==> config.mk <==
export PLATFORM = sky130hd
export DESIGN_NAME = line_buffer_ctrl_flat
export DESIGN_NICKNAME = d
export VERILOG_FILES = /design/src/rtl/line_buffer_ctrl_pkg.sv /design/src/rtl/line_buffer_ctrl_if.sv /design/src/rtl/line_buffer_ctrl_mod_counter.sv /design/src/rtl/line_buffer_ctrl.sv /design/src/flat_wrapper.sv
export SDC_FILE = /design/constraint.sdc
export NUM_CORES = 1
export LEC_CHECK = 0
export BUFFER_PORTS_ARGS = -buffer_cell sky130_fd_sc_hd__buf_2
export CAP_MARGIN = 20
export CORE_ASPECT_RATIO = 1.25
export CORE_MARGIN = 5
export CORE_UTILIZATION = 48
export DETAILED_ROUTE_END_ITERATION = 7
export PLACE_DENSITY = 0.73
export SYNTH_ARGS = -nofsm -noshare
export SYNTH_HDL_FRONTEND = slang
export SYNTH_SLANG_ARGS = --single-unit
==> constraint.sdc <==
create_clock -name i_clk -period 5.7 [get_ports i_clk]
set_input_delay 0.57 -clock i_clk [delete_from_list [all_inputs] [get_ports i_clk]]
set_output_delay 0.57 -clock i_clk [all_outputs]
set_load 0.005 [all_outputs]
==> src/rtl/line_buffer_ctrl_pkg.sv <==
// Shared constants, widths and state type for the line buffer sequencer.
// Also provides the read-mask helper used by the controller.
package line_buffer_ctrl_pkg;

    localparam int LINE_WIDTH = 480;
    localparam int KERNEL     = 6;
    localparam int NUM_BUF    = KERNEL + 1;
    localparam int RD_COUNT   = LINE_WIDTH - KERNEL + 1;

    localparam int SEL_W = $clog2(NUM_BUF);
    localparam int PIX_W = $clog2(LINE_WIDTH);
    localparam int OCC_W = $clog2(NUM_BUF * LINE_WIDTH + 1);

    typedef enum logic {
        IDLE,
        READ
    } state_t;

    // KERNEL consecutive buffers starting at the top row, modulo NUM_BUF
    function automatic logic [NUM_BUF-1:0] read_mask(
        input logic [SEL_W-1:0] sel
    );
        logic [NUM_BUF-1:0] m;
        int idx;
        m = '0;
        for (int k = 0; k < KERNEL; k++) begin
            idx = (int'(sel) + k) % NUM_BUF;
            m[idx] = 1'b1;
        end
        return m;
    endfunction

endpackage

==> src/rtl/line_buffer_ctrl_if.sv <==
// Pixel-in / window-out control bundle between the sequencer,
// the line buffer bank and the window stage.
interface line_buffer_ctrl_if;
    import line_buffer_ctrl_pkg::*;

    logic               i_pixel_valid;
    logic               o_ready;
    logic [NUM_BUF-1:0] o_lb_wr_en;
    logic               i_out_ready;
    logic [NUM_BUF-1:0] o_lb_rd_en;
    logic [SEL_W-1:0]   o_rd_sel;
    logic               o_window_valid;
    logic               o_line_done;

    modport master (
        input  i_pixel_valid,
        input  i_out_ready,
        output o_ready,
        output o_lb_wr_en,
        output o_lb_rd_en,
        output o_rd_sel,
        output o_window_valid,
        output o_line_done
    );

    modport slave (
        output i_pixel_valid,
        output i_out_ready,
        input  o_ready,
        input  o_lb_wr_en,
        input  o_lb_rd_en,
        input  o_rd_sel,
        input  o_window_valid,
        input  o_line_done
    );

endinterface

==> src/rtl/line_buffer_ctrl_mod_counter.sv <==
// Modulo-MOD up counter with a same-cycle wrap pulse.
// wrap is high on the enabled count that returns to zero.
module mod_counter #(
    parameter int MOD = 2,
    parameter int W   = $clog2(MOD)
) (
    input  logic         clk,
    input  logic         rst,
    input  logic         en,
    output logic [W-1:0] count,
    output logic         wrap
);

    assign wrap = en && (count == W'(MOD - 1));

    always_ff @(posedge clk or posedge rst) begin
        if (rst) begin
            count <= '0;
        end else if (en) begin
            count <= wrap ? '0 : count + 1'b1;
        end
    end

endmodule

==> src/rtl/line_buffer_ctrl.sv <==
// Steers pixels into one line buffer at a time and reads KERNEL
// buffers in lock-step, retiring one line per read pass.
module line_buffer_ctrl
    import line_buffer_ctrl_pkg::*;
(
    input  logic              i_clk,
    input  logic              i_rst,
    line_buffer_ctrl_if.master bus
);

    localparam logic [OCC_W-1:0] FULL =
        OCC_W'(NUM_BUF * LINE_WIDTH);
    localparam logic [OCC_W-1:0] THRESH =
        OCC_W'(KERNEL * LINE_WIDTH);
    localparam logic [OCC_W-1:0] LW_OCC =
        OCC_W'(LINE_WIDTH);
    localparam logic [NUM_BUF-1:0] ONE =
        {{(NUM_BUF-1){1'b0}}, 1'b1};

    state_t             state;
    state_t             state_n;
    logic [OCC_W-1:0]   total;
    logic               ready;
    logic               wr;
    logic               rd;
    logic               retire;
    logic               line_done;
    logic [PIX_W-1:0]   wr_pix;
    logic [PIX_W-1:0]   rd_pix;
    logic [SEL_W-1:0]   wr_sel;
    logic [SEL_W-1:0]   rd_sel;
    logic               wr_line;
    logic               wr_sel_wrap;
    logic               rd_sel_wrap;
    logic               unused_wraps;

    assign ready = (total < FULL);
    // Gate with reset so no enable escapes while the bank is cleared
    assign wr = bus.i_pixel_valid & ready & ~i_rst;

    mod_counter #(.MOD(LINE_WIDTH), .W(PIX_W)) u_wr_pix (
        .clk   (i_clk),
        .rst   (i_rst),
        .en    (wr),
        .count (wr_pix),
        .wrap  (wr_line)
    );

    mod_counter #(.MOD(NUM_BUF), .W(SEL_W)) u_wr_sel (
        .clk   (i_clk),
        .rst   (i_rst),
        .en    (wr_line),
        .count (wr_sel),
        .wrap  (wr_sel_wrap)
    );

    mod_counter #(.MOD(RD_COUNT), .W(PIX_W)) u_rd_pix (
        .clk   (i_clk),
        .rst   (i_rst),
        .en    (rd),
        .count (rd_pix),
        .wrap  (retire)
    );

    mod_counter #(.MOD(NUM_BUF), .W(SEL_W)) u_rd_sel (
        .clk   (i_clk),
        .rst   (i_rst),
        .en    (retire),
        .count (rd_sel),
        .wrap  (rd_sel_wrap)
    );

    assign unused_wraps = &{1'b0, wr_sel_wrap, rd_sel_wrap};

    always_ff @(posedge i_clk or posedge i_rst) begin
        if (i_rst) begin
            state <= IDLE;
        end else begin
            state <= state_n;
        end
    end

    always_comb begin
        state_n = state;
        rd      = 1'b0;
        unique case (state)
            IDLE: begin
                if (total >= THRESH) begin
                    state_n = READ;
                end
            end
            READ: begin
                rd = bus.i_out_ready;
                if (retire) begin
                    state_n = IDLE;
                end
            end
        endcase
    end

    always_ff @(posedge i_clk or posedge i_rst) begin
        if (i_rst) begin
            total     <= '0;
            line_done <= 1'b0;
        end else begin
            total     <= total + OCC_W'(wr)
                       - (retire ? LW_OCC : '0);
            line_done <= retire;
        end
    end

    assign bus.o_ready        = ready;
    assign bus.o_lb_wr_en     = wr ? (ONE << wr_sel) : '0;
    assign bus.o_lb_rd_en     = rd ? read_mask(rd_sel) : '0;
    assign bus.o_rd_sel       = rd_sel;
    assign bus.o_window_valid = rd;
    assign bus.o_line_done    = line_done;

endmodule

==> src/flat_wrapper.sv <==
// flat-port wrapper written by rule: the top's interface ports become plain ports
module line_buffer_ctrl_flat import line_buffer_ctrl_pkg::*;
  (i_clk, i_rst, bus_i_pixel_valid, bus_i_out_ready, bus_o_ready, bus_o_lb_wr_en, bus_o_lb_rd_en, bus_o_rd_sel, bus_o_window_valid, bus_o_line_done);
  line_buffer_ctrl_if bus_i ();
  input  logic i_clk;
  input  logic i_rst;
  input wire logic [$bits(bus_i.i_pixel_valid)-1:0] bus_i_pixel_valid;
  input wire logic [$bits(bus_i.i_out_ready)-1:0] bus_i_out_ready;
  output wire logic [$bits(bus_i.o_ready)-1:0] bus_o_ready;
  output wire logic [$bits(bus_i.o_lb_wr_en)-1:0] bus_o_lb_wr_en;
  output wire logic [$bits(bus_i.o_lb_rd_en)-1:0] bus_o_lb_rd_en;
  output wire logic [$bits(bus_i.o_rd_sel)-1:0] bus_o_rd_sel;
  output wire logic [$bits(bus_i.o_window_valid)-1:0] bus_o_window_valid;
  output wire logic [$bits(bus_i.o_line_done)-1:0] bus_o_line_done;
  assign bus_i.i_pixel_valid = bus_i_pixel_valid;
  assign bus_i.i_out_ready = bus_i_out_ready;
  assign bus_o_ready = bus_i.o_ready;
  assign bus_o_lb_wr_en = bus_i.o_lb_wr_en;
  assign bus_o_lb_rd_en = bus_i.o_lb_rd_en;
  assign bus_o_rd_sel = bus_i.o_rd_sel;
  assign bus_o_window_valid = bus_i.o_window_valid;
  assign bus_o_line_done = bus_i.o_line_done;
  line_buffer_ctrl u_core (.i_clk(i_clk), .i_rst(i_rst), .bus(bus_i));
endmodule
==> results.md, run 1 <==
* Async SR Flop Fraction at 100%
* Final TNS setup at 0 ps
* Dpl cell area at 4270 sq um
* Worst-path clk slew at 80 ps
* Cts repair resizes at 0
* Most common cell after layout, fill and taps aside: ha_1
* Worst skew pair latency at 300 ps
* Die X at 92.4 microns
* Final Hold Viols at 0
* CP Data Arrival Time at 4270 ps
* Setup bufs post-CTS at 0
* Port bufs at 23
* Max Freq at 207 MHz
* Drt initial violations at 174
* PnR worst setup slack at 865 ps
* Avg Vias per Cell at 5.86
* CTS sink cnt at 38
* Period utilization at 84.8%
* Fin nets at 549
* Synth warn at 0
* Antenna Nets Post-Route at 0
* Most frequent cells in the layout: 53 x ha_1, 40 x nand2_1, 38 x dfrtp_1, 34 x inv_1, 33 x nor2_1
* Syn_area_per_cell at 8.61 sq um
* Pwr dens at 294 nW/um^2
* Die area at 10,400 sq um
* Clk buf depth at 2
* Routed WL per cell at 14.8 microns
* Sequential area share after synthesis at 23.3%
* Yosys top cell by area: dfrtp_1
* N_diodes at 0
* Num CTS Buffers at 5
* Final setup fails at 0
* Max rail drop VDD at 0.398 mV
* Crit. End Element: output port
* Die height at 113 microns
* Tmin final at 4840 ps
* Cells after synthesis at 473
* Number of synthesized flops with an enable pin at 0
* Initial antenna violation count at 0
* Synth Net Count at 531
* Site Rows at 37
* Crit Path Category: reg2out
* Slew Viols, Final at 0
* Post-Route WL at 8690 microns
* Pin count of the biggest net entering global routing at 39
* Hold_buf cts at 0
* Residual DRC at 0
* Global-route usage over all layers at 16.7%
* Main area contributors after synthesis: dfrtp_1 23%, ha_1 16%, xnor2_1 3.9%
* Leakage power at 1.92 nW
* Core Box Area at 8290 sq um
* Worst Path Max Fanout at 15
* Initial Util at 49.2%
* Max Cap Violations at 0
* Crit path launch type: register
* Outcome: complete, no violations
* Vias in the first global route at 3,404
* TritonCTS clock tree: yes
* Congestion Overflow GR at 0
* Area Growth Syn to Fin at 8.23%
* CTS root buf: clkbuf_8
* Primary FF master, synth: dfrtp_1
* Post-synth top area share at 23.3%
* Skew final at 8.06 ps
* Pre-CTS WS at 1210 ps
* CP Data Required Time at 5130 ps
* H-tree depth at 2
* Design area at 4410 sq um
* First-pass GRT wire length at 14,800 microns
* Share of cells above drive strength 1 at 12.8%
* Worst-margin pin slew at 525 ps
* Hold Path Class: in2async
* Routability congestion estimate at 0.874
* Synth cell types at 75
* Ports at 24
* Seq cells post-synth at 38
* RSZ-0062 raised after global routing: no
* DP Wirelength at 6630 microns
* Vias at 3,451
* Relative slew slack at 65.0%
* Netlist Area Pre-Place at 4070 sq um
* Drt pass-1 iters at 5
[report_power, final]
part           internal, W  switching, W  leakage [nW]
Sequential        0.000361     0.0000740         0.461
Combinational     0.000277      0.000306          1.39
Clock             0.000175      0.000102        0.0683
[through the flow]
step	cells	hold WS [ps]	total power (W)	util (%)
2_1_floorplan	473	439	0.000897	-
3_3_place_gp	581	458	0.000989	51.5
3_5_place_dp	581	471	0.00102	51.5
4_1_cts	589	402	0.00131	53.2
5_1_grt	589	431	0.00140	53.2
6_report	589	392	0.00130	53.2
[synth_stat cells, types with 3 or more instances]
cell,instances
ha_1,53
nand2_1,40
dfrtp_1,38
inv_1,34
nor2_1,33
o21ai_0,20
a21oi_1,19
xnor2_1,18
nor3_1,17
nand3_1,15
nand2b_1,14
nand4_1,10
xor2_1,10
mux2i_1,9
and3_1,8
buf_2,8
clkbuf_1,8
a31oi_1,7
a32oi_1,6
nor2b_1,6
nor4_1,6
o22ai_1,5
a21o_1,4
and4b_1,4
o211ai_1,4
o31ai_1,4
mux2_2,3
mux2i_4,3
nor3b_1,3
o31a_1,3
[cell families (layout without fill, tap and decap cells)]
family | after synthesis | after routing | share of synthesized area (%)
AO/OA/AOI/OAI | 108 | 108 | 19.5
XOR/XNOR | 31 | 31 | 7.77
adder cells (fa/ha/maj) | 54 | 54 | 16.8
buffers and inverters | 56 | 75 | 5.87
flip-flops | 38 | 38 | 23.3
multiplexers | 15 | 15 | 4.70
AND/OR/NAND/NOR | 171 | 171 | 22.0
[path summary, 6_finish.rpt]
path / startpoint / endpoint / slack (ps) / cells after the start
worst min-delay path: i_rst / u_core.u_wr_pix.count[1]$_DFFE_PP0P_ / 390 / 3
worst min register to register: u_core.u_wr_pix.count[4]$_DFFE_PP0P_ / u_core.u_wr_pix.count[4]$_DFFE_PP0P_ / 480 / 1
min in group i_clk: u_core.u_wr_pix.count[4]$_DFFE_PP0P_ / u_core.u_wr_pix.count[4]$_DFFE_PP0P_ / 480 / 1
worst max-delay path: u_core.u_rd_sel.count[1]$_DFFE_PP0P_ / bus_o_lb_rd_en[6] / 860 / 16
worst max register to register: u_core.state$_DFF_PP0_ / u_core.total[11]$_DFF_PP0_ / 2570 / 11
max in group asynchronous: i_rst / u_core.total[6]$_DFF_PP0_ / 4970 / 3
[critical path, stage by stage (launching register included)]
cell and delay [ps]:
dfrtp_1 360, buf_4 220, ha_1 420, inv_1 150, ha_1 320, inv_1 110
ha_1 390, a21oi_4 70, xnor2_1 340, ha_1 270, a21oi_2 80, nor2_4 180
and2_4 200, xor2_4 220, nor3_1 90, o41a_1 420, buf_2 130
[layout make-up]
type | instances | area, sq um
fill | 761 | 3880
multi-input combinational | 379 | 2890
sequential | 38 | 951
timing repair buffer | 30 | 168
inverter | 37 | 141
tap | 97 | 121
clock buffer | 5 | 68.8
clock inverter | 3 | 68.8
[layer usage]
metal | global-route usage (%) | wire length (microns) | up-vias
met5 | 0 | 0 | -
met4 | 5.95 | 196 | 0
met3 | 2.26 | 308 | 19
met2 | 31.2 | 4400 | 78
met1 | 19.3 | 3780 | 1605
li1 | - | - | 1749
[registers in the layout, indices dropped and copies added (netlist names)]
name,flops
u_core.u_wr_sel.count,3
u_core.u_wr_pix.count,9
u_core.u_rd_pix.count,9
u_core.state,1
u_core.total,12
u_core.bus.o_line_done,1
u_core.u_rd_sel.count,3
(Power assumes the default switching activity.)
==> inputs of run 2 (changes only) <==
- ABC_AREA: unset -> 1
- PLACE_DENSITY: 0.73 -> 0.76
- clock period: 5.7 -> 3.9 ns (I/O delays scaled with it)
==> run 2 against run 1 <==
Wire length up 11%. First-iteration DRC count down 35%. Global-route usage up 1.7 points. Sequential share of layout area down 2.0 points. Non-clock buffer count up 13. Utilization up 2.7 points. Clock power up 21%. Area after synthesis up 5.3%. Worst hold slack worse by 140 ps. Power up 110%. Design area up 10%.
==> results.md, run 2 <==
* Number of synthesized flops with an enable pin at 0 (unchanged)
* Die X at 94.6 microns (+2.4%)
* Netlist Area Pre-Place at 4290 sq um (+5.3%)
* Register area at 953 sq um (+0.26%)
* Tmin final at 3710 ps
* Slew Viols, Final at 0 (unchanged)
* Design area at 4860 sq um (+10%)
* First-pass GRT wire length at 16,700 microns (+13%)
* Crit. End Element: output port
* Clk buf depth at 2 (unchanged)
* Pre-CTS WS at 150 ps (-1060 ps)
* Num CTS Buffers at 5 (unchanged)
* Cells after synthesis at 615 (+30%)
* Max rail drop VDD at 0.493 mV (+24%)
* Synth top cells by count: 123 x nand2_1, 93 x inv_1, 69 x nor2_1
* Global-route usage over all layers at 18.4% (+1.7 points)
* Crit path launch type: register
* Largest incremental delay on the critical path at 440 ps (+20 ps)
* Pwr dens at 569 nW/um^2 (+94%)
* Routed WL per cell at 12.3 microns (-16%)
* Residual DRC at 0 (unchanged)
* Yosys top cell by area: dfrtp_1
* Congestion Overflow GR at 0 (unchanged)
* Site Rows at 38 (+2.7%)
* Synth Net Count at 673 (+27%)
* Seq cells post-synth at 38 (unchanged)
* Die area at 10,900 sq um (+4.8%)
* CTS sink cnt at 38 (unchanged)
* Ports at 24 (unchanged)
* Period utilization at 95.0%
* TritonCTS clock tree: yes
* Post-Route WL at 9600 microns (+11%)
* DP Wirelength at 7770 microns (+17%)
* PnR worst setup slack at 193 ps (-671 ps)
* Worst-path clk slew at 80 ps (about the same)
* Reg2Reg Depth at 15 (+4)
* Area Growth Syn to Fin at 13.4%
* Syn_area_per_cell at 6.98 sq um (-19%)
* Share of cells above drive strength 1 at 19.6% (+6.8 points)
* Antenna Nets Post-Route at 0 (unchanged)
* Primary FF master, synth: dfrtp_1
* WP buf/inv at 4 (unchanged)
* CP Data Required Time at 3510 ps (-1620 ps)
* Pin count of the biggest net entering global routing at 39 (unchanged)
* Fin nets at 716 (+30%)
* Crit Path Category: reg2out
* Final Hold Viols at 0 (unchanged)
* Reg with most FFs: u_core.total
* CTS root buf: clkbuf_8
* Synth cell types at 44 (-41%)
* CP Data Arrival Time at 3320 ps (-950 ps)
* H-tree depth at 2 (unchanged)
* Top delay family on crit path: simple AND/OR/NAND/NOR gates
* Relative slew slack at 61.4% (-3.6 points)
* N_diodes at 0 (unchanged)
* Skew final at 5.06 ps (-3.00 ps)
* RSZ-0062 raised after global routing: yes
* Die height at 116 microns (+2.4%)
* Fillers at 824 (+8.3%)
* Async SR Flop Fraction at 100% (unchanged)
* Routability congestion estimate at 0.902 (+3.2%)
* Area of the multi-input gates at 2990 sq um (+3.3%)
* Avg Vias per Cell at 5.08 (-13%)
* Top Registers: u_core.total: 12 flops, u_core.u_rd_pix.count: 9 flops, u_core.u_wr_pix.count: 9 flops
* Worst-margin pin slew at 579 ps (+53.9 ps)
* Final setup fails at 0 (unchanged)
* Max reg flops at 12 (unchanged)
* Worst Path Max Fanout at 6 (-9)
* Post-synth top area share at 22.2% (-1.2 points)
* Initial Util at 49.3% (+0.16 points)
* Dpl cell area at 4600 sq um (+7.6%)
* WP depth at 22 (+6)
* Worst skew pair latency at 290 ps (about the same)
* Critical path, cell by cell: clkinv_4 > ha_4 > clkinvlp_4 > ha_1 > ha_1 > inv_2 > nand2_8 > nand2_2 > nand2_4 > ha_1 > nand2_1 > nor2_2 > nor2_4 > nand2_2 > nand3_2 > nand2_2 > nor2_2 > nand2_1 > nand3_1 > nor2_1 > nor2_1 > buf_2
* Drt initial violations at 113 (-35%)
* Worst r2r src: u_core.u_rd_pix.count[6]$_DFFE_PP0P_
* Most numerous cell in the Yosys netlist: nand2_1
* CP max stage cell: dfrtp_2
* Hold_buf cts at 0 (unchanged)
* Synth warn at 0 (unchanged)
* Sequential area share after synthesis at 22.2% (-1.2 points)
* Hold Path Class: in2async
* Max Freq at 270 MHz
* Reg-to-reg endpoint: u_core.total[11]$_DFF_PP0_
* Vias at 3,955 (+15%)
* Initial antenna violation count at 0 (unchanged)
* Core Box Area at 8700 sq um (+5.0%)
* Vias in the first global route at 3,897 (+14%)
* Drt pass-1 iters at 4 (-1)
* Leakage power at 2.50 nW (+30%)
* Most common cell after layout, fill and taps aside: nand2_1
* Outcome: complete, no violations
* Max Cap Violations at 0 (unchanged)
* Most frequent cells in the layout: 121 x nand2_1, 86 x inv_1, 67 x nor2_1, 54 x nand3_1, 49 x ha_1
* Worst reg2reg setup slack at 840 ps (-1730 ps)
* Port bufs at 23 (unchanged)
* Main area contributors after synthesis: dfrtp_1 22%, ha_1 15%, nand2_1 11%
[run 2: cell count changes in the layout (fill, tap and decap cells not counted), moves of 12 or more]
cell and delta:
nand2_1 +81, nand3_1 +39, nand2_2 +13, xnor2_1 -15, a21oi_1 +12, buf_4 +13
nand2b_1 -14, nor2_1 +34, inv_1 +52
[run 2: repair_timing]
action / 4_1_cts / 5_1_grt
pin swaps: 0 / 2
gates resized for setup: 5 / 22
gates cloned: 0 / 0
hold endpoints to repair: 0 / 0
setup buffers: 0 / 9
setup endpoints to repair: 7 / 7
[run 2: how the worst max path moves through the flow]
stage                                          from           endpoint  slack (ps)
2_1_floorplan  u_core.u_rd_sel.count[0]$_DFFE_PP0P_  bus_o_lb_rd_en[1]         180
3_3_place_gp   u_core.u_rd_sel.count[1]$_DFFE_PP0P_  bus_o_lb_rd_en[1]         310
3_5_place_dp   u_core.u_rd_sel.count[1]$_DFFE_PP0P_  bus_o_lb_rd_en[1]         150
4_1_cts        u_core.u_rd_sel.count[1]$_DFFE_PP0P_  bus_o_lb_rd_en[1]          20
5_1_grt        u_core.u_rd_sel.count[1]$_DFFE_PP0P_  bus_o_lb_rd_en[2]         -60
6_report       u_core.u_rd_sel.count[1]$_DFFE_PP0P_  bus_o_lb_rd_en[2]         190
[run 2: routing by layer]
metal	up-vias	track usage (%)	part of all wire (%)
li1	2056	-	-
met3	20	2.08	2.1
met1	1829	20.3	41
met5	-	0	0
met2	50	36.1	54
met4	0	6.35	2.8
[run 2: logic make-up (layout without fill, tap and decap cells)]
group | after synthesis | in the layout | synth area share, %
AO/OA/AOI/OAI | 72 | 72 | 9.65
XOR/XNOR | 18 | 18 | 3.67
adder cells (fa/ha/maj) | 54 | 54 | 15.9
buffers and inverters | 108 | 152 | 10.1
flip-flops | 38 | 38 | 22.2
AND/OR/NAND/NOR | 325 | 325 | 38.5
[run 2: layout make-up]
class                           instances  area share (%)
Tap cell                              120            3.09
Multi-Input combinational cell        469            61.4
Clock inverter                          3           0.926
Inverter                              101            8.13
Sequential cell                        38            19.6
Clock buffer                            5            1.41
Timing Repair Buffer                   43            5.45
[run 2: worst min-delay path, stage by stage]
cell and delay (ps):
buf_2 90, inv_1 70, buf_4 430
[run 2: stage by stage]
stage               hold slack (ps)  setup TNS [ps]  std cells  utilization [%]  power (W)
finish                          252               0        779             55.9    0.00277
global route                    309            -160        779             55.9    0.00311
CTS                             266               0        770             54.2    0.00275
detailed placement              487               0        762             52.8    0.00240
global placement                487               0        762             52.8    0.00233
floorplan                       457               0        615                -    0.00201
[run 2: power by group]
group / switching, W / internal [W]
clock network: 0.000144 / 0.000190
logic: 0.00108 / 0.000697
registers: 0.000108 / 0.000552
total: 0.00133 / 0.00144
==> inputs of run 3 (changes only) <==
- ABC_AREA: 1 -> unset
==> run 3 against run 2 <==
Sequential cell count unchanged. First-iteration DRC count rose by 95%. Die area shrank 4.6%. Via count decreased by 5.4%. Power down 36%. Sequential share of layout area shrank 0.32 points. Combinational power is 52% lower. Critical path type unchanged. Largest cell class unchanged. Largest power group unchanged.
==> results.md, run 3 (synthesis gave the netlist of run 1 again) <==
* Outcome: complete, no violations
* Slew Viols, Final at 0 (unchanged)
* CTS root buf: clkbuf_8
* Most repeated library cell on the critical path: buf_6
* Routability congestion estimate at 0.899 (-0.31%)
* Die X at 92.4 microns (-2.3%)
* Share of cells above drive strength 1 at 27.1% (+7.5 points)
* Die area at 10,400 sq um (-4.6%)
* Worst-margin pin slew at 580 ps (+1.49 ps)
* CP Data Arrival Time at 3430 ps (+110 ps)
* Crit path launch type: register
* Routed WL per cell at 15.7 microns (+27%)
* Hold Path Class: in2async
* Hold_buf cts at 0 (unchanged)
* Post-Route WL at 9850 microns (+2.6%)
* Area Growth Syn to Fin at 21.4%
* Global-route usage over all layers at 18.8% (+0.40 points)
* Num CTS Buffers at 5 (unchanged)
* TritonCTS clock tree: yes
* RSZ-0062 raised after global routing: yes
* Hold_ws at 158 ps (-94.0 ps)
* Critical path, cell by cell: buf_6 > buf_6 > ha_4 > buf_8 > o21ai_2 > xnor2_1 > ha_2 > fa_2 > and3b_2 > a311oi_2 > o32ai_2 > and2_4 > and3b_1 > o41a_1 > buf_2
* Fin nets at 588 (-18%)
* Relative slew slack at 61.3% (-0.10 points)
* Worst-path clk slew at 80 ps (about the same)
* CP Data Required Time at 3510 ps (about the same)
* Site Rows at 37 (-2.6%)
* Skew final at 4.22 ps (-0.841 ps)
* Initial antenna violation count at 0 (unchanged)
* Max Cap Violations at 0 (unchanged)
* Antenna Nets Post-Route at 0 (unchanged)
* Clk buf depth at 2 (unchanged)
* Max reg flops at 12 (unchanged)
* Final TNS setup at 0 ps (unchanged)
* Crit. End Element: output port
* Fillers at 668 (-19%)
* Drt pass-1 iters at 5 (+1)
* Top delay family on crit path: compound AO/OA/AOI/OAI gates
* Period utilization at 98.1% (+3.0 points)
* Worst Path Max Fanout at 11 (+5)
* Worst skew pair latency at 290 ps (about the same)
* Most frequent cells in the layout: 40 x nand2_1, 39 x buf_4, 37 x ha_1, 36 x dfrtp_1, 33 x nor2_1
* Design area at 4940 sq um (+1.6%)
* H-tree depth at 2 (unchanged)
* N_diodes at 0 (unchanged)
* Top Registers: u_core.total: 12 flops, u_core.u_rd_pix.count: 9 flops, u_core.u_wr_pix.count: 9 flops
* Drt initial violations at 220 (+95%)
* CP max stage cell: dfrtp_1
* Residual DRC at 0 (unchanged)
* Vias in the first global route at 3,654 (-6.2%)
* Max rail drop VDD at 0.549 mV (+11%)
* Pwr dens at 359 nW/um^2 (-37%)
* CTS sink cnt at 38 (unchanged)
* Initial Util at 49.2% (-0.16 points)
* Tmin final at 3820 ps (+118 ps)
* Most common cell after layout, fill and taps aside: nand2_1
* First-pass GRT wire length at 16,500 microns (-1.4%)
* Die height at 113 microns (-2.3%)
* Reg with most FFs: u_core.total
* Max Freq at 261 MHz (-3.1%)
* Dpl cell area at 4440 sq um (-3.5%)
* WP buf/inv at 4 (unchanged)
* Leakage power at 2.12 nW (-15%)
* Core Box Area at 8290 sq um (-4.8%)
* Largest incremental delay on the critical path at 400 ps (-40 ps)
* Final setup fails at 0 (unchanged)
* Avg Vias per Cell at 5.96 (+17%)
* Congestion Overflow GR at 0 (unchanged)
* Port bufs at 23 (unchanged)
* Ports at 24 (unchanged)
* DP Wirelength at 7160 microns (-7.9%)
* Vias at 3,743 (-5.4%)
* Final Hold Viols at 0 (unchanged)
* Crit Path Category: reg2out
* Pin count of the biggest net entering global routing at 36 (-7.7%)
-- run 3: cell types whose count changed in the layout (fill, tap and decap cells not counted), sizes merged, moves of 6 or more --
| cell | change |
|---|---|
| nand2 | -107 |
| inv | -62 |
| nand3 | -51 |
| nor2 | -42 |
| buf | +26 |
| xnor2 | +15 |
| nand2b | +14 |
| a21oi | -13 |
| mux2i | +12 |
| a31oi | +8 |
| and3 | +7 |
| o21ai | -7 |
| nor2b | +6 |
| o22ai | +6 |
-- run 3: area by class of cell --
type | count | area, sq um | area share (%)
Sequential cell | 38 | 953 | 19.3
Inverter | 37 | 148 | 2.99
Multi-Input combinational cell | 379 | 3130 | 63.4
Timing Repair Buffer | 69 | 494 | 9.99
Tap cell | 97 | 121 | 2.45
Clock buffer | 6 | 82.6 | 1.67
Clock inverter | 2 | 12.5 | 0.253
-- run 3: path summary, 6_finish.rpt --
kind	startpoint	end	slack (ps)	cells past startpoint
max	u_core.u_rd_sel.count[2]$_DFFE_PP0P_	bus_o_lb_rd_en[6]	80	15
min	i_rst	u_core.u_wr_pix.count[7]$_DFFE_PP0P_	160	2
max reg2reg	u_core.total[7]$_DFF_PP0_	u_core.total[10]$_DFF_PP0_	770	14
min reg2reg	u_core.u_wr_pix.count[8]$_DFFE_PP0P_	u_core.u_wr_pix.count[8]$_DFFE_PP0P_	480	1
max in group asynchronous	i_rst	u_core.u_rd_sel.count[1]$_DFFE_PP0P_	2990	3
min in group i_clk	u_core.u_wr_pix.count[8]$_DFFE_PP0P_	u_core.u_wr_pix.count[8]$_DFFE_PP0P_	480	1
-- run 3: per-stage QoR --
step / instances / setup slack, ps / power [W] / utilization, %
floorplan: 473 / 7.24 / 0.00131 / -
global placement: 599 / 254 / 0.00144 / 53.5
detailed placement: 599 / 156 / 0.00149 / 53.5
CTS: 615 / -23.6 / 0.00179 / 56.0
global route: 628 / -77.3 / 0.00194 / 59.7
finish: 628 / 75.6 / 0.00177 / 59.7
-- run 3: metal layers --
metal	GRT usage, %	vias up	part of all wire [%]
met1	21.7	1787	40
met5	0	-	0
met3	2.53	26	4.3
met4	6.34	0	2.6
met2	35.3	106	53
li1	-	1824	-
-- run 3: where the power goes --
| group | internal (W) | switching (W) | total [W] |
|---|---|---|---|
| Clock | 0.000142 | 0.000144 | 0.000286 |
| Combinational | 0.000407 | 0.000440 | 0.000848 |
| Sequential | 0.000528 | 0.000113 | 0.000641 |
-- run 3: timing repair --
| item | CTS | global route |
|---|---|---|
| setup endpoints to repair | 6 | 7 |
| resized for setup | 9 | 48 |
| buffers inserted | 8 | 13 |
| pin swaps | 5 | 17 |
